### config.mk
export PLATFORM = sky130hd
export DESIGN_NAME = ball_packet_i2c_tx
export DESIGN_NICKNAME = d
export VERILOG_FILES = /design/src/rtl/ball_packet_i2c_tx.sv
export SDC_FILE = /design/constraint.sdc
export NUM_CORES = 1
export LEC_CHECK = 0
export CORE_AREA = 2 2 102 84
export DETAILED_ROUTE_END_ITERATION = 16
export DIE_AREA = 0 0 104 86
export PLACE_DENSITY = 0.68
export SYNTH_ARGS = -nofsm -noshare
export SYNTH_HDL_FRONTEND = slang
export SYNTH_SLANG_ARGS = --single-unit
### constraint.sdc
create_clock -name clk_25MHZ -period 2.47 [get_ports clk_25MHZ]
set_input_delay 0.247 -clock clk_25MHZ [delete_from_list [all_inputs] [get_ports clk_25MHZ]]
set_output_delay 0.247 -clock clk_25MHZ [all_outputs]
set_load 0.01 [all_outputs]
### src/rtl/ball_packet_i2c_tx.sv
// I2C master write of a ball-state or win packet to the peer board's register bank.
// SCL/SDA are open-drain: *_oe = 1 pulls the line low.
module ball_packet_i2c_tx #(
  parameter logic [6:0] SLAVE_ADDR = 7'h42,
  parameter int         CLK_DIV    = 63
) (
  input  logic       clk_25MHZ,
  input  logic       reset_n,
  input  logic       send_ball,
  input  logic       send_win,
  input  logic [9:0] ball_y,
  input  logic [7:0] ball_vy,
  input  logic [1:0] gravity_counter,
  input  logic       speed_slow,
  input  logic       win_flag,
  output logic       busy,
  output logic       done,
  output logic       ack_error,
  output logic       scl_oe,
  output logic       sda_oe,
  input  logic       sda_i
);

  typedef enum logic [2:0] {IDLE, START, BIT, ACK, STOP, DONE} state_t;

  localparam logic [9:0] DivLast = 10'(CLK_DIV - 1);

  state_t      state_q;
  logic [9:0]  div_q;
  logic [9:0]  div_d;
  logic [1:0]  qtr_q;
  logic [2:0]  bit_q;
  logic [2:0]  byte_q;
  logic [2:0]  last_q;
  logic [63:0] buf_q;
  logic        busy_q;
  logic        done_q;
  logic        ack_error_q;
  logic        scl_oe_q;
  logic        sda_oe_q;

  logic        tick;
  logic [7:0]  curByte;
  logic [63:0] ballPacket;
  logic [63:0] winPacket;

  // The byte being sent always sits in the top of the buffer; it shifts up one byte per ACK.
  assign ballPacket = {SLAVE_ADDR, 1'b0, 8'h00, ball_y[9:8], 6'b0, ball_y[7:0], ball_vy,
                       6'b0, gravity_counter, 7'b0, speed_slow, 8'h00};
  assign winPacket  = {SLAVE_ADDR, 1'b0, 8'h05, 7'b0, win_flag, 40'h0};
  assign curByte    = buf_q[63:56];
  assign tick       = (div_q == DivLast);
  assign div_d      = tick ? 10'd0 : div_q + 10'd1;

  always_ff @(posedge clk_25MHZ or negedge reset_n) begin
    if (!reset_n) begin
      state_q     <= IDLE;
      div_q       <= '0;
      qtr_q       <= '0;
      bit_q       <= '0;
      byte_q      <= '0;
      last_q      <= '0;
      buf_q       <= '0;
      busy_q      <= 1'b0;
      done_q      <= 1'b0;
      ack_error_q <= 1'b0;
      scl_oe_q    <= 1'b0;
      sda_oe_q    <= 1'b0;
    end else begin
      done_q <= 1'b0;
      if (state_q == IDLE || state_q == DONE) begin
        div_q <= '0;
        qtr_q <= '0;
      end else begin
        div_q <= div_d;
        if (tick) qtr_q <= qtr_q + 2'd1;
      end

      case (state_q)
        IDLE: begin
          if (send_ball || send_win) begin
            state_q     <= START;
            busy_q      <= 1'b1;
            ack_error_q <= 1'b0;
            byte_q      <= '0;
            bit_q       <= 3'd7;
            buf_q       <= send_ball ? ballPacket : winPacket;
            last_q      <= send_ball ? 3'd7 : 3'd2;
          end
        end

        START: begin
          if (tick) begin
            case (qtr_q)
              2'd0: begin
                scl_oe_q <= 1'b0;
                sda_oe_q <= 1'b0;
              end
              2'd1: sda_oe_q <= 1'b1;
              2'd2: scl_oe_q <= 1'b1;
              default: begin
                state_q <= BIT;
                byte_q  <= '0;
                bit_q   <= 3'd7;
              end
            endcase
          end
        end

        BIT: begin
          if (tick) begin
            case (qtr_q)
              2'd0: begin
                scl_oe_q <= 1'b1;
                sda_oe_q <= ~curByte[bit_q];
              end
              2'd1: scl_oe_q <= 1'b0;
              2'd2: scl_oe_q <= 1'b0;
              default: begin
                scl_oe_q <= 1'b1;
                if (bit_q == 3'd0) state_q <= ACK;
                else               bit_q   <= bit_q - 3'd1;
              end
            endcase
          end
        end

        // ack_error was cleared at acceptance, so it doubles as "this byte was NACKed".
        ACK: begin
          if (tick) begin
            case (qtr_q)
              2'd0: begin
                sda_oe_q <= 1'b0;
                scl_oe_q <= 1'b1;
              end
              2'd1: scl_oe_q <= 1'b0;
              2'd2: if (sda_i) ack_error_q <= 1'b1;
              default: begin
                scl_oe_q <= 1'b1;
                if (ack_error_q || byte_q == last_q) begin
                  state_q <= STOP;
                end else begin
                  state_q <= BIT;
                  byte_q  <= byte_q + 3'd1;
                  bit_q   <= 3'd7;
                  buf_q   <= buf_q << 8;
                end
              end
            endcase
          end
        end

        STOP: begin
          if (tick) begin
            case (qtr_q)
              2'd0: begin
                sda_oe_q <= 1'b1;
                scl_oe_q <= 1'b1;
              end
              2'd1: scl_oe_q <= 1'b0;
              2'd2: sda_oe_q <= 1'b0;
              default: begin
                state_q <= DONE;
                done_q  <= 1'b1;
              end
            endcase
          end
        end

        DONE: begin
          busy_q  <= 1'b0;
          state_q <= IDLE;
        end

        default: state_q <= IDLE;
      endcase
    end
  end

  assign busy      = busy_q;
  assign done      = done_q;
  assign ack_error = ack_error_q;
  assign scl_oe    = scl_oe_q;
  assign sda_oe    = sda_oe_q;

endmodule

# After elaboration in Yosys (flattened, before gate mapping)
# Cells that the tools add are included.
[op_classes]
n_addsub = 4
magnitude_cmp = 1
eq_ne = 30
n_mux = 70
bitwise_logic = 1
n_reduce_logical = 23
[op_table]
columns = ["op", "count"]
rows = [
  ["two-way mux 64 bit", 4],
  ["one-hot mux 64 bit (2 select lines)", 1],
  ["two-way mux 3 bit", 27],
  ["two-way mux 51 bit", 1],
  ["inequality test 2 bit, second input constant", 16],
  ["two-way mux 1 bit", 20],
  ["two-way mux 10 bit", 2],
  ["AND reduction 10 bit", 2],
  ["one-hot mux 3 bit (5 select lines)", 1],
  ["one-hot mux 1 bit (2 select lines)", 7],
  ["one-hot mux 3 bit (4 select lines)", 1],
  ["adder 10 x 1 -> 10 bit, second input constant", 1],
  ["equality test 10 x 6 -> 1 bit, second input constant", 1],
  ["AND reduction 5 bit", 2],
  ["inequality test 3 bit, second input constant", 3],
  ["one-hot mux 3 bit (3 select lines)", 1],
  ["AND reduction 9 bit", 1],
  ["one-hot mux 1 bit (4 select lines)", 2],
  ["AND reduction 8 bit", 1],
  ["nonzero test 4 bit", 2],
  ["AND reduction 7 bit", 1],
  ["equality test 3 x 2 -> 1 bit, second input constant", 2],
  ["equality test 3 bit, second input constant", 2],
  ["logical NOT 3 bit", 2],
  ["20 further kinds", 26],
]
[totals]
ff_bits = 93
in_bits = 27
output_inout_bits = 5
wordCells = 141

# Logic depth before layout (Yosys ltp)
# Gate-level depths: netlist of run 1.
[logic_depth]
depth_word = 6
mapped_depth = 9
mapped_depth_nobuf = 7

# Worst setup path after synthesis of run 1
# No wires, ideal clock.
[synth_timing]
path_type = "reg-to-reg"
from = "reg state_q[1]"
to = "reg buf_q[32]"
setup_time_ns = 0.074
t_arrival_ns = 1.870
t_required_ns = 2.396
setup_slack_ns = 0.526
stages_incl_launch_ff = 10
n_path_buf = 4
period_less_slack_ns = 1.944
path_cell_list = "dfrtp_1 buf_6 nor2b_4 and2_1 buf_6 a211o_1 or2_1 buf_6 buf_6 o21ai_2"
[synth_via]
elab_chain_cells = 3
elab_cells_between_ends = 9
cone_classes = "eq/ne: 5; mux: 1; reduce/logical: 3"
[synth_lines]
columns = ["element", "line_no", "source"]
rows = [
  ["start, declared", "28", "state_t state_q;"],
  ["start signal, assigned", "57", "state_q <= IDLE;"],
  ["start signal, assigned", "82", "state_q <= START;"],
  ["start signal, assigned", "102", "state_q <= BIT;"],
  ["equality test 3 x 2 -> 1 bit / logical NOT 3 bit (equally long branches)", "79", "case (state_q)"],
  ["inequality test 2 bit (no source line), or another cell as far along", "--", ""],
  ["AND reduction 5 bit (no source line)", "--", ""],
  ["end signal, assigned", "87", "buf_q <= send_ball ? ballPacket : winPacket;"],
  ["end signal, assigned", "146", "buf_q <= buf_q << 8;"],
  ["end, declared", "35", "logic [63:0] buf_q;"],
]
# Several ways; a longest one is shown, not always the timed one.
# A chain may end at the register's enable or synchronous reset.

# Worst setup path after layout of run 1
[layout_timing]
from = "reg div_q[6]"
to = "reg buf_q[42]"
[layout_via]
elab_chain_cells = 3
[layout_lines]
columns = ["element", "line_no", "source"]
rows = [
  ["start, declared", "29", "logic [9:0] div_q;"],
  ["start signal, assigned", "75", "div_q <= div_d;"],
  ["equality test 10 x 6 -> 1 bit", "52", "assign tick = (div_q == DivLast);"],
  ["inequality test 2 bit (no source line)", "--", ""],
  ["AND reduction 5 bit (no source line)", "--", ""],
]
# Every way passes these cells.

==> results, run 1 <==
- The fraction of layout instances using a drive strength above 1 is 19.6%.
- The number of detailed-routing iterations run before antenna repair is 4.
- The aggregate routed wire length is 8020 um.
- Pin placement for this block handled 32 I/O pins.
- The path category of the worst min-delay check is in -> async.
- The number of max-cap violations is 0.
- The total number of nets in the final design is 465.
- Summing every instance area after synthesis gives 0.00381 mm^2.
- The total area inside the core boundary comes to 0.00784 mm^2.
- Setup repair after global routing left no endpoint under its margin.
- The average via count per standard cell is 5.50.
- The total clock sinks is 71.
- The share of total power dissipated in combinational logic is 4.1%.
- The die footprint is 0.00894 mm^2.
- In the synthesized netlist the dominant register cell turns out to be sky130_fd_sc_hd__dfrtp_1.
- The number of slew-limit violations in the final report is 0.
- The routed wire length per instance is 14.8 um.
- Power comes to 2500 uW.
- Counting every instance in the synthesized netlist gives 399.
- The total DRC errors in the routed layout is 0.
- The power density over cell area is 556 mW/mm^2.
- The maximum clock frequency is 462 MHz.
- The number of hold violations in the final report is 0.
- Buffers added to address setup during post-CTS repair amount to 0.
- Data on the critical path arrives at its endpoint at 2440 ps.
- The half-perimeter wire length after detailed placement is 5390 um.
- The category of the critical setup timing path is reg -> reg.
- The floorplan has 29 rows.
- The post-placement cell count is 525.
- In this run switching power makes up 20.5% of total power.
- The average instance area after synthesis is 9.55 um^2.
- The kind of launch point of the worst setup path is a flop.
- The number of different library cells used by synthesis comes to 48.
- For this run, asynchronously set or reset flops after synthesis account for 100%.
- The flow ran to the end, and the final reports show no timing, DRC or antenna violations.
- The number of buffer cells added on primary ports is 31.
- The number of nets in the synthesized netlist is 435.
- From synthesis to final layout, the design area changed by 18.1%.
- The number of register bits inferred by synthesis is 71.
- The number of antenna violations at the first check in global routing is 0.
- The first global-routing pass estimated 13,900 um of wire.
- The final RePlAce weighted congestion is 0.885.
- Along the worst path, the maximum fanout reaches 12.
- Of the total power, registers draw 46.5%.
- The via count is 2,980.
- In this run, the clock network consumes 49.4% of the power.
- The clock tree skew after final layout is 10.1 ps.
- The height of the chip is 86 um.
- The maximum ir drop on the vdd rail is 0.245 mV.
- The top cell types in the final layout, fill and taps aside, are 71 x sky130_fd_sc_hd__dfrtp_1, 52 x sky130_fd_sc_hd__o21ai_0, 40 x sky130_fd_sc_hd__o21ai_2, 37 x sky130_fd_sc_hd__nand2_1, 30 x sky130_fd_sc_hd__clkdlybuf4s50_1.
- The final period utilization is 87.7%.
- The count of nets left with antenna violations once routing finished came out at 0.
- The violation count after the first detailed-routing iteration is 141.
- The synthesized design contains 0 enable-type register cells.
- The number of global-route vias before repair is 2,902.
- STA puts the critical path data required time at 2740 ps.
- The final count of negative-setup-slack endpoints is 0.
- The final standard cell count with taps included and fillers excluded is 542.
- The largest buffer count on any clock path is 2.
- For the final routed database, the setup TNS stands at 0 ps.
- Entering global routing, the biggest net connects 44 pins.
- The switching power is 513 uW.
- Summed over all layers, the global routing overflow is 0.
- Counting the fill cells in the layout gives 719.
- The register clock-pin slew on the reported worst setup and hold paths is 80 ps.
- In this run the static leakage power is 0.00204 uW.
- The clock latency on the worst-skew pair is 350 ps.
- In this run the tightest slew margin relative to its limit is 51.8%.
- The H-tree level count is 3.
- The worst setup path is captured at a flop.
- The total number of yosys warnings is 0.
- The number of buffers created by CTS is 9.
- The post-layout minimum cycle time is 2170 ps.
- Once the floorplan was initialized, standard cells occupied 48.6% of the core.
- The antenna cell count is 0.
- The transition time at the pin with the least slew margin is 719 ps.
- After synthesis, flip-flops and latches occupy 46.6% of the total area.
- The cell at the root of the clock tree is sky130_fd_sc_hd__clkbuf_8.
- Cell internal power was estimated by the tool at 1990 uW.
- TritonCTS built the clock tree.
- Measured along the x axis, the die boundary spans 104 um.
- The library cell used most frequently in the layout, excluding fill and tap cells, is sky130_fd_sc_hd__dfrtp_1.
- The overall fraction of global-route tracks in use is 19.4%.
==> path summary, 6_finish.rpt <==
kind / slack [ps] / start / cells past startpoint / end
hold reg to reg: 480 / div_q[0] / 1 / div_q[0]
min in group clk_25MHZ: 440 / ball_vy[2] / 3 / buf_q[26]
max in group asynchronous: 1570 / reset_n / 3 / buf_q[49]
setup / recovery: 300 / div_q[6] / 6 / buf_q[42]
hold / removal: 440 / reset_n / 3 / buf_q[27]
setup reg to reg: 300 / div_q[6] / 6 / buf_q[42]
==> final cells by class <==
class                           count  area [um^2]  share of cell area (%)
Multi-Input combinational cell    288         1830                    40.7
Sequential cell                    71         1780                    39.5
Timing Repair Buffer               48          448                    9.95
Clock inverter                      7          144                    3.20
Tap cell                          108          135                    3.00
Clock buffer                        9          124                    2.75
Inverter                           11         41.3                   0.917
==> per-stage QoR <==
stage | cell area, um^2 | utilization [%] | hold WS, ps | worst slack, ps
after global placement | 4220 | 53.8 | 288 | 203
after floorplan | 3810 | - | -48.6 | 526
after detailed placement | 4220 | 53.8 | 289 | 229
after CTS | 4500 | 57.4 | 422 | 197
after global routing | 4500 | 57.4 | 457 | 162
final | 4500 | 57.4 | 441 | 304
==> registers in the layout, indices dropped and copies added (netlist names) <==
signal and flops:
buf_q 43, state_q 3, bit_q 3, qtr_q 2, div_q 10, busy 1
sda_oe 1, byte_q 3, scl_oe 1, ack_error 1, done 1, last_q 2
==> Yosys cell counts, drive strengths merged, types with 2 or more instances <==
library cell / n / share of area (%)
a211oi: 2 / 0.39
a21oi: 27 / 3.5
a221oi: 2 / 0.46
a22o: 2 / 0.46
a22oi: 3 / 0.59
and2: 2 / 0.33
and3: 17 / 2.8
buf: 10 / 2.5
clkbuf: 19 / 1.9
dfrtp: 71 / 47
ha: 9 / 3.0
inv: 11 / 1.1
mux2: 2 / 0.59
mux2i: 4 / 1.1
nand2: 37 / 3.6
nand2b: 6 / 0.99
nand3: 10 / 1.3
nor2: 26 / 2.6
nor2b: 3 / 0.69
nor3: 7 / 0.92
nor3b: 2 / 0.39
o21ai: 93 / 16
o22ai: 3 / 0.49
o32ai: 2 / 0.46
or2: 5 / 0.82
xnor2: 3 / 0.69
xor2: 7 / 1.6
==> power groups by stage <==
stage	Combinational, uW	Clock [uW]	Sequential (uW)
2_1_floorplan	28.7	0	1190
3_3_place_gp	103	0	1190
3_5_place_dp	103	0	1190
4_1_cts	105	1270	1160
5_1_grt	115	1310	1160
6_report	103	1240	1160
==> repair_timing <==
action                                  4_1_cts  5_1_grt
hold buffers                                  1        0
gates resized for setup                       0        1
endpoints found under the setup margin        0        4
endpoints found under the hold margin        71        0
==> worst max-delay path, cell delays in order (launching register included) <==
cell and delay (ps):
sky130_fd_sc_hd__dfrtp_1 440, sky130_fd_sc_hd__nor4b_4 300, sky130_fd_sc_hd__nand4b_2 210, sky130_fd_sc_hd__a211o_1 310
sky130_fd_sc_hd__or2_2 430, sky130_fd_sc_hd__buf_4 250, sky130_fd_sc_hd__o21ai_2 140
==> metal layers <==
| metal | up-vias | GRT usage, % | share of wire (%) |
|---|---|---|---|
| met3 | 5 | 4.41 | 3.9 |
| met2 | 66 | 30.1 | 46 |
| met5 | - | 0 | 0 |
| met1 | 1439 | 26.6 | 49 |
| met4 | 0 | 7.74 | 1.2 |
| li1 | 1470 | - | - |
==> cells by family (layout without fill, tap and decap cells) <==
logic type      after synthesis  after routing  share of synthesized area (%)
fa+ha+maj                     9              9                           2.95
mux                           7              7                           2.23
compound gates              141            141                           24.2
xor+xnor                     10             10                           2.30
buf+inv                      40             75                           5.45
simple gates                121            121                           16.3
flops                        71             71                           46.6
Note: power is estimated with default switching activity, not from simulation.
==> run 2, diff against run 1 <==
==> constraint.sdc (replaced) <==
create_clock -name clk_25MHZ -period 2.47 [get_ports clk_25MHZ]
set_input_delay 0.247 -clock clk_25MHZ [delete_from_list [all_inputs] [get_ports clk_25MHZ]]
set_output_delay 0.247 -clock clk_25MHZ [all_outputs]
set_load 0.02 [all_outputs]
==> results of run 2 <==
Final layout, timing and power as in run 1 (identical DEF).
==> run 3, diff against run 2 <==
- CORE_AREA: 2 2 102 84 -> 2 2 117 96
- DIE_AREA: 0 0 104 86 -> 0 0 119 98
- PLACE_DENSITY: 0.68 -> not set
==> run 3 against run 2 <==
Against the previous run: wire length rose by 0.57%; register-to-register slack worse by 40 ps; utilization decreased by 15 points; sequential power hardly changed; hold slack gained 15 ps; global-route usage down 4.2 points; sequential share of layout area down 0.24 points; design area up 0.61%; first-iteration DRC count increased by 64%; flip-flop and latch count did not move; die area increased by 30%; largest power group unchanged; highest routed layer unchanged.
==> results, run 3 (synthesis gave the netlist of run 1 again) <==
- The register with the most flip-flops is buf_q.
- The total power draw was 2490 uW (-0.54%).
- The post-placement cell count is 557 (+6.1%).
- The number of buffer and inverter instances along the worst setup path came to 0 (-1).
- The die extent in x is 119 um (+14%).
- The worst relative slew slack was 53.4% (+1.7 points).
- The wire length of the first global-routing pass is 14,100 um (+1.2%).
- The required time at the endpoint of the critical path is 2700 ps (-40 ps).
- The number of top-level design ports is 32 (unchanged).
- The maximum fanout along the worst path is 5 (-7).
- The number of detailed-routing iterations run before antenna repair is 4 (unchanged).
- The final count of negative-setup-slack endpoints was 0 (unchanged).
- The cell with the largest stage delay on the worst path is sky130_fd_sc_hd__a221oi_1.
- The family of cells with the greatest summed delay on the critical path is compound AO/OA/AOI/OAI gates.
- The largest buffer count on any clock path came to 2 (unchanged).
- The initial core utilization is 36.0% (-13 points).
- The via count is 2,949 (-1.0%).
- The largest registers in the layout are buf_q: 43 flops, div_q: 10 flops.
- The register clock-pin slew on the reported worst setup and hold paths was 60 ps (-20 ps).
- The final standard cell count with taps included and fillers excluded was 574 (+5.9%).
- The antenna cell count is 0 (unchanged).
- The data arrival time at the worst-slack endpoint is 2430 ps (about the same).
- The number of buffers created by CTS is 9 (unchanged).
- The total negative slack for setup checks is 0 ps (unchanged).
- The clock tree skew after final layout came to 10.2 ps (+0.0478 ps).
- In this run the clock root is driven by a sky130_fd_sc_hd__clkbuf_16.
- The maximum ir drop on the vdd rail is 0.324 mV (+32%).
- The TritonCTS clock tree is built.
- Setup repair after global routing left no endpoint under its margin.
- The most common cell after layout, fill and taps aside is sky130_fd_sc_hd__dfrtp_1.
- The total number of nets in the final design is 461 (-0.86%).
- The final period utilization came to 89.3% (+1.6 points).
- The number of buffers inserted to repair setup after CTS is 0 (unchanged).
- The H-tree level count came to 3 (unchanged).
- The number of global-route vias before repair was 2,909 (+0.24%).
- The maximum clock frequency was 454 MHz (-1.8%).
- The half-perimeter wire length after detailed placement came to 5240 um (-2.7%).
- Compared with the post-synthesis result, the final layout area differs by 18.8%.
- The number of max-cap violations is 0 (unchanged).
- The routed wire length per instance is 14.1 um (-5.0%).
- The number of slew-limit violations in the final report was 0 (unchanged).
- The power density over cell area was 550 mW/mm^2 (-1.1%).
- The aggregate global routing overflow is 0 (unchanged).
- The clock latency on the worst-skew pair was 340 ps (about the same).
- The number of antenna violations at the first check in global routing came to 0 (unchanged).
- The core outline area was 0.0106 mm^2 (+35%).
- The launch point of the critical path is div_q[7].
- The path category of the worst min-delay check is in -> async.
- The average via count per standard cell is 5.14 (-6.6%).
- The leakage power figure came to 0.00204 uW (-0.31%).
- The final RePlAce weighted congestion came to 0.799 (-9.8%).
- The run finished with clean final reports.
- The total clock sinks came to 71 (unchanged).
- The category of the critical setup timing path is reg -> reg.
- The overall fraction of global-route tracks in use is 15.2% (-4.2 points).
- The largest net degree at the start of global routing is 72 (+64%).
- The total DRC errors in the routed layout came to 0 (unchanged).
- The number of flip-flops in the largest register is 43 (unchanged).
- The number of hold violations in the final report is 0 (unchanged).
- The post-cts sizing count came to 0 (unchanged).
- The die footprint is 0.0117 mm^2 (+30%).
- The transition time at the pin with the least slew margin is 694 ps (-24.7 ps).
- The count of hold-fix buffers inserted at cts is 1 (unchanged).
- The endpoint kind of the worst setup timing path is a flop.
- Leaving out fill and tap cells, the most frequent cells in the layout are 71 x sky130_fd_sc_hd__dfrtp_1, 52 x sky130_fd_sc_hd__o21ai_0, 40 x sky130_fd_sc_hd__o21ai_2, 37 x sky130_fd_sc_hd__nand2_1, 30 x sky130_fd_sc_hd__clkdlybuf4s50_1.
- The number of placement rows is 34 (+17%).
- The fraction of layout instances using a drive strength above 1 is 18.4% (-1.2 points).
- The violation count after the first detailed-routing iteration came to 231 (+64%).
- The aggregate routed wire length is 8070 um (+0.57%).
- STA classifies the critical path startpoint as a flop.
- The delay of the slowest critical-path stage is 560 ps (+120 ps).
- The height of the chip was 98 um (+14%).
- The count of nets left with antenna violations after detail routing came to 0 (unchanged).
- Traced cell by cell, the critical path runs through nor4b_4, nand4b_2, a221oi_1, o21ai_0, mux2_2.
- The post-layout minimum cycle time came to 2200 ps (+38.6 ps).
- The number of buffer cells added on primary ports is 31 (unchanged).
- The reg-to-reg critical path startpoint is div_q[7].
## run 3: worst reg2reg max path, cell delays in order, from the launching register on
cell,delay (ps)
sky130_fd_sc_hd__dfrtp_1,420
sky130_fd_sc_hd__nor4b_4,320
sky130_fd_sc_hd__nand4b_2,230
sky130_fd_sc_hd__a221oi_1,560
sky130_fd_sc_hd__o21ai_0,250
sky130_fd_sc_hd__mux2_2,310
## run 3: path summary, 6_finish.rpt
| kind | end | slack [ps] | depth (start not counted) |
|---|---|---|---|
| setup / recovery | byte_q[0] | 270 | 5 |
| hold / removal | buf_q[24] | 460 | 3 |
| setup reg to reg | byte_q[0] | 270 | 5 |
| hold reg to reg | div_q[0] | 490 | 1 |
| max in group asynchronous | div_q[1] | 1690 | 3 |
| min in group clk_25MHZ | buf_q[27] | 460 | 3 |
## run 3: final cells by class
type	count	area [um^2]
clock inverter	4	30.0
timing repair buffer	44	418
clock buffer	12	256
multi-input combinational	288	1830
fill	1069	6060
sequential	71	1780
tap	144	180
inverter	11	41.3
## run 3: report_power, final
| group | leakage, uW | switching (uW) | internal, uW | total, uW |
|---|---|---|---|---|
| clock network | 0.000139 | 484 | 736 | 1220 |
| registers | 0.000948 | 0.509 | 1160 | 1170 |
| logic | 0.000950 | 51.0 | 53.2 | 104 |
| total | 0.00204 | 536 | 1950 | 2490 |
## run 3: routing by layer
layer / GRT usage [%] / share of wire, % / vias to the layer above
li1: - / - / 1470
met1: 20.0 / 48 / 1411
met2: 23.6 / 46 / 59
met3: 5.67 / 4.8 / 9
met4: 3.85 / 1.0 / 0
met5: 0 / 0 / -
## run 3: per-stage QoR
stage / area, um^2 / utilization (%) / worst slack [ps] / hold slack (ps)
global placement: 4230 / 40.0 / 271 / 304
finish: 4530 / 42.8 / 265 / 456
detailed placement: 4230 / 40.0 / 234 / 309
floorplan: 3810 / - / 526 / -48.6
CTS: 4530 / 42.8 / 283 / 448
global route: 4530 / 42.8 / 17.5 / 452
